## config.mk

```make
export PLATFORM = sky130hd
export DESIGN_NAME = program_loader_flat
export DESIGN_NICKNAME = d
export VERILOG_FILES = /design/src/rtl/cpu_pkg.sv /design/src/rtl/program_loader_if.sv /design/src/rtl/program_loader.sv /design/src/flat_wrapper.sv
export SDC_FILE = /design/constraint.sdc
export NUM_CORES = 1
export LEC_CHECK = 0
export ABC_CLOCK_PERIOD_IN_PS = 2700
export BUFFER_PORTS_ARGS = -buffer_cell sky130_fd_sc_hd__buf_2
export CORE_MARGIN = 1.5
export CORE_UTILIZATION = 50
export DETAILED_ROUTE_END_ITERATION = 16
export GPL_TIMING_DRIVEN = 0
export PLACE_DENSITY_LB_ADDON = 0.12
export RECOVER_POWER = 50
export SLEW_MARGIN = 20
export SYNTH_ARGS = -nofsm -noshare
export SYNTH_HDL_FRONTEND = slang
export SYNTH_SLANG_ARGS = --single-unit
```

## constraint.sdc

```tcl
create_clock -name clk -period 2.7 [get_ports clk]
set_input_delay 0.405 -clock clk [delete_from_list [all_inputs] [get_ports clk]]
set_output_delay 0.405 -clock clk [all_outputs]
set_load 0.005 [all_outputs]
```

## src/rtl/cpu_pkg.sv

```systemverilog
// Shared CPU definitions: control-word constants, program loader state encoding and defaults.
// LOADER_CHECKSUM_EN adds the loader's CHECK state.
package cpu_pkg;

  localparam int unsigned RAM_BYTES_DEFAULT = 16;

  localparam logic [7:0] CW_NOP   = 8'h00;
  localparam logic [7:0] CW_FETCH = 8'h01;
  localparam logic [7:0] CW_EXEC  = 8'h02;
  localparam logic [7:0] CW_HALT  = 8'h80;

`ifdef LOADER_CHECKSUM_EN
  typedef enum logic [2:0] {
    LD_IDLE   = 3'd0,
    LD_ACCEPT = 3'd1,
    LD_WRITE  = 3'd2,
    LD_CHECK  = 3'd3,
    LD_FINISH = 3'd4
  } ld_state_e;
`else
  typedef enum logic [2:0] {
    LD_IDLE   = 3'd0,
    LD_ACCEPT = 3'd1,
    LD_WRITE  = 3'd2,
    LD_FINISH = 3'd4
  } ld_state_e;
`endif

endpackage

```

## src/rtl/program_loader_if.sv

```systemverilog
// Host byte stream, RAM write port and CPU hold/status signals of the program loader.
interface program_loader_if #(
  parameter int unsigned ADDR_W = $clog2(cpu_pkg::RAM_BYTES_DEFAULT)
);
  logic              start;
  logic [7:0]        data_in;
  logic              data_valid;
  logic              data_ready;
  logic [ADDR_W-1:0] ram_addr;
  logic [7:0]        ram_wdata;
  logic              ram_we;
  logic              cpu_hold;
  logic              done;
  logic              error;

  modport master (
    output start, data_in, data_valid,
    input  data_ready, ram_addr, ram_wdata, ram_we, cpu_hold, done, error
  );

  modport slave (
    input  start, data_in, data_valid,
    output data_ready, ram_addr, ram_wdata, ram_we, cpu_hold, done, error
  );
endinterface

```

## src/rtl/program_loader.sv

```systemverilog
// Loads RAM_BYTES program bytes from the host into RAM while holding the CPU.
// Define LOADER_CHECKSUM_EN to accept and verify a trailing checksum byte.
module program_loader
  import cpu_pkg::*;
#(
  parameter int unsigned RAM_BYTES = RAM_BYTES_DEFAULT
) (
  input  logic             clk,
  input  logic             rst_n,
  program_loader_if.slave  bus
);

  localparam int unsigned ADDR_W = (RAM_BYTES > 1) ? $clog2(RAM_BYTES) : 1;
  localparam logic [ADDR_W-1:0] LAST_ADDR = ADDR_W'(RAM_BYTES - 1);

  ld_state_e         state_q, state_d;
  logic [ADDR_W-1:0] addr_q, addr_d;
  logic [7:0]        wdata_q, wdata_d;
`ifdef LOADER_CHECKSUM_EN
  logic [7:0]        sum_q, sum_d;
  logic [7:0]        sum_chk;
  logic              err_q, err_d;
`endif

  always_ff @(posedge clk or negedge rst_n) begin
    if (!rst_n) begin
      state_q <= LD_IDLE;
      addr_q  <= '0;
      wdata_q <= '0;
`ifdef LOADER_CHECKSUM_EN
      sum_q   <= '0;
      err_q   <= 1'b0;
`endif
    end else begin
      state_q <= state_d;
      addr_q  <= addr_d;
      wdata_q <= wdata_d;
`ifdef LOADER_CHECKSUM_EN
      sum_q   <= sum_d;
      err_q   <= err_d;
`endif
    end
  end

  always_comb begin
    state_d = state_q;
    addr_d  = addr_q;
    wdata_d = wdata_q;
`ifdef LOADER_CHECKSUM_EN
    sum_d   = sum_q;
    err_d   = err_q;
    sum_chk = sum_q + bus.data_in;
`endif
    unique case (state_q)
      LD_IDLE: begin
        if (bus.start) begin
          addr_d  = '0;
          state_d = LD_ACCEPT;
`ifdef LOADER_CHECKSUM_EN
          sum_d   = '0;
          err_d   = 1'b0;
`endif
        end
      end
      LD_ACCEPT: begin
        if (bus.data_valid) begin
          wdata_d = bus.data_in;
          state_d = LD_WRITE;
`ifdef LOADER_CHECKSUM_EN
          sum_d   = sum_q + bus.data_in;
`endif
        end
      end
      LD_WRITE: begin
        // Address saturates at the last word so a load never wraps.
        if (addr_q != LAST_ADDR) begin
          addr_d  = addr_q + 1'b1;
          state_d = LD_ACCEPT;
        end else begin
`ifdef LOADER_CHECKSUM_EN
          state_d = LD_CHECK;
`else
          state_d = LD_FINISH;
`endif
        end
      end
`ifdef LOADER_CHECKSUM_EN
      LD_CHECK: begin
        if (bus.data_valid) begin
          err_d   = (sum_chk != 8'h00);
          state_d = LD_FINISH;
        end
      end
`endif
      LD_FINISH: state_d = LD_IDLE;
      default:   state_d = LD_IDLE;
    endcase
  end

  // All handshake/strobe outputs decode the registered state only.
`ifdef LOADER_CHECKSUM_EN
  assign bus.data_ready = (state_q == LD_ACCEPT) || (state_q == LD_CHECK);
  assign bus.error      = err_q;
`else
  assign bus.data_ready = (state_q == LD_ACCEPT);
  assign bus.error      = 1'b0;
`endif
  assign bus.ram_we    = (state_q == LD_WRITE);
  assign bus.done      = (state_q == LD_FINISH);
  assign bus.cpu_hold  = (state_q != LD_IDLE);
  assign bus.ram_addr  = addr_q;
  assign bus.ram_wdata = wdata_q;

endmodule
```

## src/flat_wrapper.sv

```systemverilog
// flat-port wrapper written by rule: the top's interface ports become plain ports
module program_loader_flat import cpu_pkg::*;
#(
  parameter int unsigned RAM_BYTES = RAM_BYTES_DEFAULT
)
  (clk, rst_n, bus_start, bus_data_in, bus_data_valid, bus_data_ready, bus_ram_addr, bus_ram_wdata, bus_ram_we, bus_cpu_hold, bus_done, bus_error);
  program_loader_if bus_i ();
  input  logic clk;
  input  logic rst_n;
  input wire logic [$bits(bus_i.start)-1:0] bus_start;
  input wire logic [$bits(bus_i.data_in)-1:0] bus_data_in;
  input wire logic [$bits(bus_i.data_valid)-1:0] bus_data_valid;
  output wire logic [$bits(bus_i.data_ready)-1:0] bus_data_ready;
  output wire logic [$bits(bus_i.ram_addr)-1:0] bus_ram_addr;
  output wire logic [$bits(bus_i.ram_wdata)-1:0] bus_ram_wdata;
  output wire logic [$bits(bus_i.ram_we)-1:0] bus_ram_we;
  output wire logic [$bits(bus_i.cpu_hold)-1:0] bus_cpu_hold;
  output wire logic [$bits(bus_i.done)-1:0] bus_done;
  output wire logic [$bits(bus_i.error)-1:0] bus_error;
  assign bus_i.start = bus_start;
  assign bus_i.data_in = bus_data_in;
  assign bus_i.data_valid = bus_data_valid;
  assign bus_data_ready = bus_i.data_ready;
  assign bus_ram_addr = bus_i.ram_addr;
  assign bus_ram_wdata = bus_i.ram_wdata;
  assign bus_ram_we = bus_i.ram_we;
  assign bus_cpu_hold = bus_i.cpu_hold;
  assign bus_done = bus_i.done;
  assign bus_error = bus_i.error;
  program_loader #(.RAM_BYTES(RAM_BYTES)) u_core (.clk(clk), .rst_n(rst_n), .bus(bus_i));
endmodule
```

# After elaboration in Yosys (flattened, before gate mapping)
# Cells that the tools add are included.
# totals
ff_bits,15
in_bits,12
output_inout_bits,17
word_cells,24
# classes
add_sub_neg,1
n_eq_ne,7
mux,7
n_reduce_logical,6
# op_table
operator,count
$mux 3,3
$pmux 3 s3,1
$mux 4,2
$pmux 4 s2,1
$add 4x1->4 const B,1
$ne 2x2->1 const B,2
$ne 4x4->1 const B,1
$reduce_and 2->1,2
$eq 3x1->1 const B,1
$eq 3x2->1 const B,1
$eq 3x3->1 const B,1
$logic_not 3->1,1
$reduce_and 3->1,1
$reduce_bool 3->1,1
$ne 2x1->1 const B,1
$reduce_bool 2->1,1

# Logic depth before layout (Yosys ltp)
# logic_depth
word_depth,3
ltp_mapped,5
mapped_depth_nobuf,4

# Worst setup path after synthesis
# Ideal clock, no wire load.
# synth_path
kind,register to register
from,register u_core.state_q[1]
to,register u_core.wdata_q[0] (netlist: u_core.bus.ram_wdata[0])
setup_ns,0.125
arrival_time_ns,1.287
required_time_ns,2.575
path_slack_ns,1.288
path_stages_with_launch,6
n_path_buf,2
synth_period_minus_slack_ns,1.412
cell_sequence,dfrtp_1 buf_2 nor3b_4 and2_4 buf_12 mux2_4
# synth_between
elab_chain_len,2
# synth_rtl
item,line,rtl
start: declaration,program_loader.sv:16,"ld_state_e state_q, state_d;"
start signal: assignment,program_loader.sv:35,state_q <= state_d;
$eq 3x1->1,-,
net bus_data_ready,flat_wrapper.sv:13,output wire logic [$bits(bus_i.data_ready)-1:0] bus_data_ready;
$reduce_and 2->1 (no line),-,
end signal: assignment,program_loader.sv:37,wdata_q <= wdata_d;
end: declaration,program_loader.sv:18,"logic [7:0] wdata_q, wdata_d;"
# The timed path passes the listed nets, and every way through them passes these cells.
# A chain may end at the register's enable or synchronous reset.

# Final worst setup path
# layout_path
from,register u_core.state_q[1]
to,output bus_ram_we
# layout_between
elab_chain_len,1
# layout_rtl
item,line,rtl
$eq 3x2->1,program_loader.sv:108,assign bus.ram_we = (state_q == LD_WRITE);
end: declaration,flat_wrapper.sv:16,output wire logic [$bits(bus_i.ram_we)-1:0] bus_ram_we;
# Every way passes these cells.

==> results by group <==
Critical path
  • Cell Chain, Critical Path: clkbuf_1, inv_1, nor2_1, buf_2
  • Critical path's largest stage delay: 0.37 ns
  • Worst setup SP type: register
  • R2R cell count: 5
  • Slowest library cell on the worst path: clkbuf_1
  • R2r startpoint: u_core.state_q[1]
  • Data required, critical path: ~2.3 ns
  • Reg-to-reg slack, setup: roughly 1.1 ns
  • Crit path max fanout: 9
  • Worst Path Arrival: roughly 1.5 ns
  • Reg2reg end: u_core.bus.ram_wdata[1]
  • Setup CP Type: reg2out
  • Worst setup EP type: primary output

Clock network
  • CTS tree: built
  • Num CTS Buffers: 3
  • Post-CTS Hold Buffers: 0
  • Clock-pin slew on the worst setup and hold paths: 0.09 ns
  • Clk root buf: clkbuf_4
  • Cts repair resizes: 0
  • Post-CTS Setup Inserts: 0
  • H-tree depth: 1
  • Clock buffer depth: 2
  • Total clock sinks: 15
  • Worst-Skew Late Latency: 0.27 ns

STA
  • Hold Fails Final Rpt: 0
  • Slew HR: about 50%
  • Final clock skew: 0.0105 ns
  • Final Setup Violations: 0
  • Final Max Tran Viols: 0
  • Fin crit period: 1.90 ns
  • Max Freq: 525 MHz
  • Unrepaired setup endpoints after global routing: false
  • Worst-Margin Slew: 0.731 ns
  • Crit share post-route: 70.5%
  • Setup TNS: 0 ns

Pwr
  • Leakage power: 0.470 nW
  • Power per cell area: 983 nW/um2
  • VDD IR max: roughly 650 uV

Placement
  • DP Area: 912 um2
  • Placed Cells: 105
  • HPWL Detailed: 1100 um
  • PortBufs: 27
  • Routability congestion estimate: 0.851

Yosys
  • Syn_area_per_cell: 12.0 um2
  • Syn Inst Count: 63
  • #FFs+latches synth: 15
  • Cell with the most instances after synthesis: dfrtp_1
  • Synth top area share: 49.5%
  • Dominant synthesized flop cell: dfrtp_1
  • Count of flip-flops with a built-in enable after synthesis: 0
  • Synth Cell Area: 758 um2
  • Syn. warnings: 0
  • Synth area leaders: dfrtp_1, mux2_4, a21oi_1
  • Area leader, netlist: dfrtp_1
  • Asr flop ratio synth: 100%
  • Post-synth top cells: dfrtp_1, mux2_4, a21oi_1, nor2_1, o21ai_0
  • Synthesized net count: 76
  • Sequential area share after synthesis: 49.5%
  • Library cells used by synthesis: 28

Floorplanning
  • Core area: 1350 um2
  • DIE HEIGHT: 41.9 um
  • Die X-Extent: 41.9 um
  • Cell row count: 13
  • Die ar.: 1760 um2
  • Ports: 29
  • Initial Util: 56.2%

Finish
  • Area growth, synth to finish: 23.4%
  • Fill cells: 111
  • Multi-input gate area: 347 um2
  • Final core utilization: between 60 and 70%
  • Nets: around 110
  • Layout cell share with drive strength beyond 1: 45.7%
  • Fin area: 936 um2
  • Sequential Area: 375 um2
  • # diodes: 0
  • Non-filler cells, final: 109

Global routing
  • GRT Total Usage: 18.7%
  • Total gr overflow: 0
  • Pin count of the biggest net entering global routing: 16
  • First-pass GRT wire length: between 2000 and 3000 um
  • Initial antenna violation count: 0
  • Vias in the first global route: 577

Routing
  • Vias per inst: 5.46
  • WL per Instance: 13.4 um
  • Routed WL: 1460 um
  • DRC violations left: 0
  • Drt pass-1 iters: 4
  • Antenna viol nets, final: 0
  • Drt initial violations: 14
  • Total number of vias: 595

Run
  • Max-capacitance violation count: 0

Outcome
  • Status: finished, final reports clean

Worst hold path
  • Hold Crit Class: in2async
-- flip-flops by register name, summed over array words and instances, names as in the netlist --
register              cells
u_core.bus.ram_addr       4
u_core.bus.ram_wdata      8
u_core.state_q            3
-- logic make-up after synthesis --
group	count (synthesis)	synth area share [%]
adders and majority gates	1	1.65
DFF	15	49.5
muxes	9	17.2
buffers and inverters	4	4.78
AOI/OAI and AO/OA	11	8.42
and+or+nand+nor	22	18.0
other	1	0.495
-- metrics by stage --
stage | power [mW] | hold slack, ns | worst slack [ns]
3_3_place_gp | 0.797 | 0.315 | 1.24
2_1_floorplan | 0.659 | 0.109 | 1.29
6_report | 0.920 | 0.156 | 0.795
5_1_grt | 0.991 | 0.221 | 0.651
3_5_place_dp | 0.810 | 0.315 | 1.24
4_1_cts | 0.932 | 0.0109 | 0.930
-- final cells by class --
| class | count | share of cell area (%) |
|---|---|---|
| tap | 15 | 2.01 |
| inverter | 1 | 0.401 |
| clock inverter | 1 | 0.535 |
| timing repair buffer | 27 | 14.2 |
| buffer | 3 | 3.34 |
| multi-input combinational | 44 | 37.0 |
| sequential | 15 | 40.1 |
| clock buffer | 3 | 2.41 |
-- worst max-delay path, delay by kind of cell (launching register included) --
family | cells | cell delay, ns
AND/OR/NAND/NOR | 1 | 0.18
buffers and inverters | 3 | 0.71
flip-flops | 1 | 0.33
-- how the worst max path moves through the flow --
stage | startpoint | endpoint | slack (ns) | depth (start not counted)
after global placement | u_core.state_q[0] | bus_ram_we | 1.24 | 3
after global routing | u_core.state_q[1] | bus_ram_we | 0.65 | 4
final | u_core.state_q[1] | bus_ram_we | 0.80 | 4
after CTS | u_core.state_q[0] | bus_ram_we | 0.93 | 3
after detailed placement | u_core.state_q[1] | u_core.bus.ram_wdata[2] | 1.24 | 5
after floorplan | u_core.state_q[1] | u_core.bus.ram_wdata[0] | 1.29 | 5
-- layout by cell type (no fill, tap or decap), types with 2 or more instances in the layout --
| master | netlist | routed |
|---|---|---|
| buf_2 | 1 | 25 |
| dfrtp_1 | 15 | 15 |
| mux2_4 | 8 | 8 |
| nor2_1 | 4 | 4 |
| a21oi_1 | 4 | 4 |
| o21ai_0 | 4 | 4 |
| clkbuf_1 | 0 | 3 |
| nand2_1 | 3 | 3 |
| nor3_1 | 3 | 3 |
| clkbuf_4 | 0 | 3 |
| nand4_1 | 2 | 2 |
-- per-layer routing --
metal  vias up  GRT usage [%]  routed length [um]
li1        287              -                   -
met1       288           23.5                 639
met2        20           31.9                 740
met3         0           6.52                  81
met4         0           1.94                   0
met5         -              0                   0
-- report_power, final --
part | total (mW) | leakage [nW] | internal, mW | switching [mW]
registers | 0.386 | 0.188 | 0.313 | 0.0727
clock network | 0.116 | 0.0177 | 0.0548 | 0.0616
logic | 0.418 | 0.264 | 0.249 | 0.169
Note: power is estimated with default switching activity, not from simulation.
